--- config.mk ---
export PLATFORM = sky130hd
export DESIGN_NAME = mem_access_ctrl
export DESIGN_NICKNAME = d
export VERILOG_FILES = /design/src/rtl/mem_access_ctrl.sv
export SDC_FILE = /design/constraint.sdc
export NUM_CORES = 1
export LEC_CHECK = 0
export CAP_MARGIN = 20
export CORE_AREA = 2 2 39 41
export CTS_CLUSTER_DIAMETER = 30
export DETAILED_ROUTE_END_ITERATION = 7
export DIE_AREA = 0 0 41 43
export PLACE_DENSITY_LB_ADDON = 0.05
export SETUP_SLACK_MARGIN = 0.1
export SKIP_CTS_REPAIR_TIMING = 1
export SLEW_MARGIN = 20
export SYNTH_ARGS = -nofsm -noshare
export SYNTH_HDL_FRONTEND = slang
export SYNTH_SLANG_ARGS = --single-unit
--- constraint.sdc ---
create_clock -name clock -period 1.7 [get_ports clock]
set_input_delay 0.255 -clock clock [delete_from_list [all_inputs] [get_ports clock]]
set_output_delay 0.255 -clock clock [all_outputs]
set_load 0.005 [all_outputs]
--- src/rtl/mem_access_ctrl.sv ---
// Memory access sequencer: drives MAR/MDR load enables and the memory req/ack handshake.
// Optional MEM_TIMEOUT_EN aborts RD/WR after TIMEOUT_CYCLES without an accepted ack.
module mem_access_ctrl #(
    parameter int unsigned MIN_WAIT       = 0,
    parameter int unsigned TIMEOUT_CYCLES = 16
) (
    input  logic clock,
    input  logic clear,
    input  logic req_rd,
    input  logic req_wr,
    input  logic mem_ack,
    output logic MARin,
    output logic MDRin,
    output logic read,
    output logic mem_rd,
    output logic mem_wr,
    output logic busy,
    output logic done,
    output logic err
);

    typedef enum logic [2:0] {StIdle, StMar, StWdata, StRd, StWr, StDone} state_e;

    localparam logic [3:0] MinWait = 4'(MIN_WAIT);

    if (MIN_WAIT > 15 || TIMEOUT_CYCLES <= MIN_WAIT) begin : g_bad_cfg
        $error("mem_access_ctrl: MIN_WAIT must be <= 15 and < TIMEOUT_CYCLES");
    end

    state_e     state_q, state_d;
    logic       op_rd_q, op_rd_d;
    logic [3:0] wait_q, wait_d;
    logic       in_access;
    logic       ack_ok;
    logic       tmo_hit;
    logic       aborted;

    assign in_access = (state_q == StRd) || (state_q == StWr);
    assign ack_ok    = in_access && mem_ack && (wait_q >= MinWait);

`ifdef MEM_TIMEOUT_EN
    localparam int unsigned      TmoW    = $clog2(TIMEOUT_CYCLES + 1);
    localparam logic [TmoW-1:0] TmoLast = TmoW'(TIMEOUT_CYCLES - 1);

    logic [TmoW-1:0] tmo_q, tmo_d;
    logic            abort_q;

    // An ack in the final counted cycle still completes normally.
    assign tmo_hit = in_access && !ack_ok && (tmo_q == TmoLast);
    assign tmo_d   = in_access ? tmo_q + TmoW'(1) : '0;
    assign aborted = abort_q;

    always_ff @(posedge clock or negedge clear) begin
        if (!clear) begin
            tmo_q   <= '0;
            abort_q <= 1'b0;
        end else begin
            tmo_q   <= tmo_d;
            abort_q <= tmo_hit;
        end
    end
`else
    assign tmo_hit = 1'b0;
    assign aborted = 1'b0;
`endif

    always_ff @(posedge clock or negedge clear) begin
        if (!clear) begin
            state_q <= StIdle;
            op_rd_q <= 1'b0;
            wait_q  <= '0;
        end else begin
            state_q <= state_d;
            op_rd_q <= op_rd_d;
            wait_q  <= wait_d;
        end
    end

    always_comb begin
        state_d = state_q;
        op_rd_d = op_rd_q;
        // Zero outside RD/WR, so it is already clear on entry; saturates at 15.
        wait_d  = '0;
        if (in_access) begin
            wait_d = (wait_q == 4'd15) ? wait_q : wait_q + 4'd1;
        end
        MARin  = 1'b0;
        MDRin  = 1'b0;
        read   = 1'b0;
        mem_rd = 1'b0;
        mem_wr = 1'b0;
        busy   = 1'b0;
        done   = 1'b0;
        err    = 1'b0;

        unique case (state_q)
            StIdle: begin
                // Read has priority; a simultaneous write is dropped.
                if (req_rd) begin
                    op_rd_d = 1'b1;
                    state_d = StMar;
                end else if (req_wr) begin
                    op_rd_d = 1'b0;
                    state_d = StMar;
                end
            end
            StMar: begin
                MARin   = 1'b1;
                busy    = 1'b1;
                state_d = op_rd_q ? StRd : StWdata;
            end
            StWdata: begin
                MDRin   = 1'b1;
                busy    = 1'b1;
                state_d = StWr;
            end
            StRd: begin
                mem_rd = 1'b1;
                read   = 1'b1;
                busy   = 1'b1;
                MDRin  = ack_ok;
                if (ack_ok || tmo_hit) begin
                    state_d = StDone;
                end
            end
            StWr: begin
                mem_wr = 1'b1;
                busy   = 1'b1;
                if (ack_ok || tmo_hit) begin
                    state_d = StDone;
                end
            end
            StDone: begin
                done    = 1'b1;
                busy    = 1'b1;
                err     = aborted;
                state_d = StIdle;
            end
            default: state_d = StIdle;
        endcase
    end

endmodule

==> impl_metrics.tcl, run 1 <==
set metrics [dict create \
    status "finished, final reports clean" \
    rrSetupSlack_ps 180 \
    critPathArrivalTime_ps 1650 \
    dr.pass1.iters 2 \
    worstSkewPairLatency_ps 240 \
    io_buffers 11 \
    clock-sinks 4 \
    fin_crit_sh_pct 89.7 \
    worstSetupPathType "reg -> reg" \
    end_kind "flop" \
    viasPerCell 4.28 \
    hp-class "in -> async" \
    n_fill_cell 148 \
    grt_max_degree 11 \
    syn_area_sq_um 250 \
    dp.cells 53 \
    hold_viol_final 0 \
    yosysTopAreaCellShare_pct 40.0 \
    syn_avg_cell_area_sq_um 8.94 \
    drtIter0Drc 2 \
    antenna_found_initial 0 \
    clockRootBuffer "clkbuf_4" \
    syn_to_final_growth_pct 83.5 \
    cts_tree "yes" \
    drive_gt1_share_pct 36.4 \
    num_rows 14 \
    drc 0 \
    ys_ff_latch 4 \
    fmax_ghz 0.656 \
    ff_latch_area_sq_um 104 \
    ys_top_cells_by_area "dfrtp_1 40%, buf_4 6.0%, nor2_1 6.0%, nor2b_1 5.0%, buf_6 4.5%" \
    peakVddDrop_v 0.000506 \
    start_kind "flop" \
    htreeDepth 1 \
    multi_input_area_sq_um 146 \
    clk_path_buf_depth 2 \
    critPathMaxFanout 5 \
    place_congestion 0.720 \
    antenna_left 0 \
    grt_usage_pct 8.26 \
    syn_nets 33 \
    cts_buffers 3 \
    core_area_sq_um 1380 \
    power.leakage_nw 0.289 \
    start_util_pct 18.1 \
    r2r_cells 4 \
    min_period_ps 1520 \
    overflow 0 \
    final_cell_mix "7 x dlymetal6s2s_1, 4 x clkdlybuf4s50_1, 4 x buf_4" \
    vias 257 \
    rr_endpoint "op_rd_q" \
    stdcell_count 60 \
    setup_viol 0 \
    utilization_pct 33.2 \
    rsz0062_at_grt "no" \
    skew_ps 0.844 \
    final_common_cell "dlymetal6s2s_1" \
    grt_pass1_wl_microns 966 \
    nets 51 \
    cap_violations 0 \
    synth.distinct_cells 18 \
    drt_wl_total_microns 652 \
    ys_seq_area_share_pct 40.0 \
    synth_top_cell_by_area "dfrtp_1" \
    pin_count 13 \
    syn-instance-count 28 \
    die_h_microns 43 \
    r2r_start "state_q[1]" \
    synth.yosys.warnings 0 \
    num_antenna_cells 0 \
    die-area_sq_um 1760 \
    power.density_nw_per_um2 1630 \
    avgRoutedWirePerCell_microns 10.9 \
    clk_pin_slew_ps 40 \
    grt_pass1_vias 245 \
    drv_slew 0 \
    cp.required_ps 1820 \
    die_w_microns 41 \
]
-- critical path, stage by stage, from the launching register on --
cell and delay [ps]:
dfrtp_2 430, clkbuf_2 150, buf_4 140, or4b_1 510
a22o_1 190
-- where the power goes --
part | switching [mW] | total (mW) | internal [mW] | leakage, nW
Combinational | 0.154 | 0.410 | 0.256 | 0.230
Clock | 0.0422 | 0.121 | 0.0792 | 0.0138
Sequential | 0.0711 | 0.219 | 0.148 | 0.0453
Total | 0.267 | 0.750 | 0.483 | 0.289
-- sequential cells by signal (all words and copies together), names as in the netlist --
name,cells
op_rd_q,1
state_q,3
-- synthesized netlist by cell type, drive strengths merged --
cell type  number
a21oi           2
a22o            1
and3            1
buf             3
conb            1
dfrtp           4
inv             1
nand2b          1
nor2            4
nor2b           2
nor3            2
nor3b           1
o21bai          1
o32ai           1
or2             1
or2b            1
or4b            1
-- cell families after synthesis --
family | synth area share, %
and+or+nand+nor | 32.5
AOI/OAI and AO/OA | 14.0
DFF | 40.0
buffers and inverters | 12.0
other | 1.50
-- area by class of cell --
cell class	instances	share of cell area [%]
Multi-Input combinational cell	20	31.9
Timing Repair Buffer	16	35.4
Tap cell	16	4.36
Sequential cell	4	22.6
Inverter	1	0.817
Clock buffer	3	4.90
-- per-layer routing --
layer | share of wire [%] | wire [microns] | vias to the layer above | global-route usage, %
met5 | 0 | 0 | - | 0
met4 | 2.3 | 15 | 0 | 10.0
met3 | 4.3 | 28 | 2 | 0.524
met2 | 48 | 311 | 8 | 10.3
met1 | 45 | 296 | 119 | 10.7
li1 | - | - | 128 | -
-- how the worst max path moves through the flow --
stage / start / to / slack, ps / cells after the start
6_report: state_q[1] / op_rd_q / 180 / 4
5_1_grt: state_q[1] / op_rd_q / 140 / 4
4_1_cts: state_q[1] / MDRin / -170 / 3
3_5_place_dp: mem_ack / MDRin / 70 / 4
3_3_place_gp: mem_ack / MDRin / 80 / 4
2_1_floorplan: state_q[1] / op_rd_q / 420 / 3
-- metrics by stage --
stage	worst slack, ps	area (sq um)	hold WS (ps)	setup TNS (ps)	total power [mW]
6_report	176	459	216	0	0.750
5_1_grt	143	459	219	0	0.810
4_1_cts	-166	384	217	-755	0.660
3_5_place_dp	67.1	362	475	0	0.531
3_3_place_gp	82.7	362	469	0	0.537
2_1_floorplan	425	250	-40.6	0	0.384
(Power assumes the default switching activity.)
==> inputs of run 2 (changes only) <==
- HOLD_SLACK_MARGIN: unset -> 0.05
- SLEW_MARGIN: 20 -> unset
==> results of run 2 <==
Final layout, timing and power as in run 1 (identical DEF).
==> inputs of run 3 (changes only) <==
- ABC_AREA: unset -> 1
==> impl_metrics.tcl, run 3 <==
set metrics [dict create \
    grt_pass1_wl_microns 821 \
    yosysTopAreaCellShare_pct 35.9 \
    power_uw 810 \
    synth.distinct_cells 15 \
    end_kind "output port" \
    syn_nets 46 \
    die_w_microns 41 \
    rrSetupSlack_ps 470 \
    critPathTopFamily "buffers and inverters" \
    setup_ws_ps 116 \
    ys_ff_latch 4 \
    grt_max_degree 8 \
    die_h_microns 43 \
    clk_path_buf_depth 2 \
    use_met3_pct 1.57 \
    viasPerCell 3.89 \
    largest_register_ffs 3 \
    synth_flop_cell "dfrtp_1" \
    die-area_sq_um 1760 \
    ys_seq_area_share_pct 35.9 \
    syn_to_final_growth_pct 77.1 \
    ff_latch_area_sq_um 103 \
    synth_edf_count 0 \
    largestRegisters "state_q x3, op_rd_q x1" \
    worstSetupPathType "reg -> out" \
    hpwl_microns 462 \
    grt_pass1_vias 236 \
    power.density_nw_per_um2 1640 \
    synth.yosys.warnings 0 \
    num_antenna_cells 0 \
    skew_ps 0.425 \
    worstSkewPairLatency_ps 230 \
    htreeDepth 1 \
    cp_common_cell "buf_4" \
    ys_top_cells_by_area "dfrtp_1 36%, inv_1 11%, nor2_1 8.1%, o21ai_0 7.2%, nand2_1 6.7%" \
    peakVddDrop_v 0.000639 \
    preCtsSetupSlack_ps 68.8 \
    status "finished, final reports clean" \
    crit_chain "inv_2 -> buf_4 -> buf_4 -> or2_2 -> nand3_1 -> dlymetal6s2s_1" \
    cap_violations 0 \
    rsz0062_at_grt "yes" \
    drtIter0Drc 4 \
    synth_top_cell_by_area "dfrtp_1" \
    avgRoutedWirePerCell_microns 8.75 \
    met2_usage_pct 10.3 \
    start_util_pct 20.2 \
    drc 0 \
    antenna_left 0 \
    grt_usage_pct 7.06 \
    cts_tree "yes" \
    cts_buffers 3 \
    synthMostInstantiatedCell "inv_1" \
    final_cell_mix "7 x inv_1, 7 x buf_4, 6 x dlymetal6s2s_1" \
    hold_viol_final 0 \
    synth-async-reset-ratio_pct 100 \
    critPathMaxFanout 3 \
    drv_slew 0 \
    setup_viol 0 \
    max_stage_delay_ps 350 \
    drive_gt1_share_pct 35.0 \
    drt_wl_total_microns 665 \
    io_buffers 11 \
    nets 67 \
    cpMaxStageDelayCell "dfrtp_1" \
    fmax_ghz 0.631 \
    clockRootBuffer "clkbuf_4" \
    dr.pass1.iters 4 \
    largest-register "state_q" \
    hp-class "in -> async" \
    clock-sinks 4 \
    pin_count 13 \
    fin_crit_sh_pct 93.2 \
    met1_usage_pct 8.17 \
    place_congestion 0.641 \
    vias 296 \
    path_buf_inv 4 \
    min_period_ps 1580 \
    start_kind "flop" \
    num_rows 14 \
    critPathArrivalTime_ps 1330 \
    crit_cells 6 \
    synth_top_cells_by_count "8 x inv_1, 6 x nor2_1, 5 x nand2_1" \
    r2r_cells 9 \
    tns_ps 0 \
    cp.required_ps 1440 \
    clk_pin_slew_ps 40 \
    power.leakage_nw 0.330 \
    overflow 0 \
    multi_input_area_sq_um 138 \
    antenna_found_initial 0 \
    syn_area_sq_um 279 \
    n_fill_cell 149 \
    top_usage_layer "met2" \
    syn-instance-count 41 \
    syn_avg_cell_area_sq_um 6.81 \
    core_area_sq_um 1380 \
]
run 3: changes by cell type after synthesis, sizes merged, moves of 2 or more:
cell   change
nor2b      -2
nor2       +3
o21ai      +4
nor3       -2
nand3      +4
nand2      +7
inv        +8
run 3: path summary, 6_finish.rpt:
check | to | start
worst max register to register | state_q[0] | state_q[2]
max in group asynchronous | state_q[1] | clear
min in group clock | op_rd_q | op_rd_q
worst min register to register | op_rd_q | op_rd_q
worst min-delay path | op_rd_q | clear
worst max-delay path | busy | state_q[2]
run 3: stage by stage:
stage               hold slack (ps)  std cells  util, %  cell area (sq um)
floorplan                     -40.6         41        -                279
global placement                467         67     29.0                402
detailed placement              466         67     29.0                402
CTS                             214         70     30.7                424
global route                    219         76     35.7                494
finish                          220         76     35.7                494
run 3: cells by family (layout without fill, tap and decap cells):
logic type / after synthesis / after routing / share of synthesized area (%)
simple gates: 20 / 20 / 35.0
other cells: 1 / 1 / 1.34
flops: 4 / 4 / 35.9
buf+inv: 11 / 30 / 17.5
compound gates: 5 / 5 / 10.3
run 3: report_power, final:
part / switching, mW / total (mW) / internal (mW)
Clock: 0.0355 / 0.114 / 0.0787
Sequential: 0.0548 / 0.201 / 0.147
Combinational: 0.223 / 0.494 / 0.271
Total: 0.313 / 0.810 / 0.497
run 3: cell type report:
| class | count | share of cell area, % |
|---|---|---|
| clock buffer | 3 | 4.56 |
| inverter | 9 | 6.84 |
| multi-input combinational | 26 | 27.8 |
| sequential | 4 | 20.8 |
| tap | 16 | 4.05 |
| timing repair buffer | 18 | 35.9 |
run 3: routing by layer:
layer	part of all wire, %	vias to the layer above
met2	56	8
met3	5.3	0
li1	-	160
met5	0	-
met1	38	128
met4	0	0
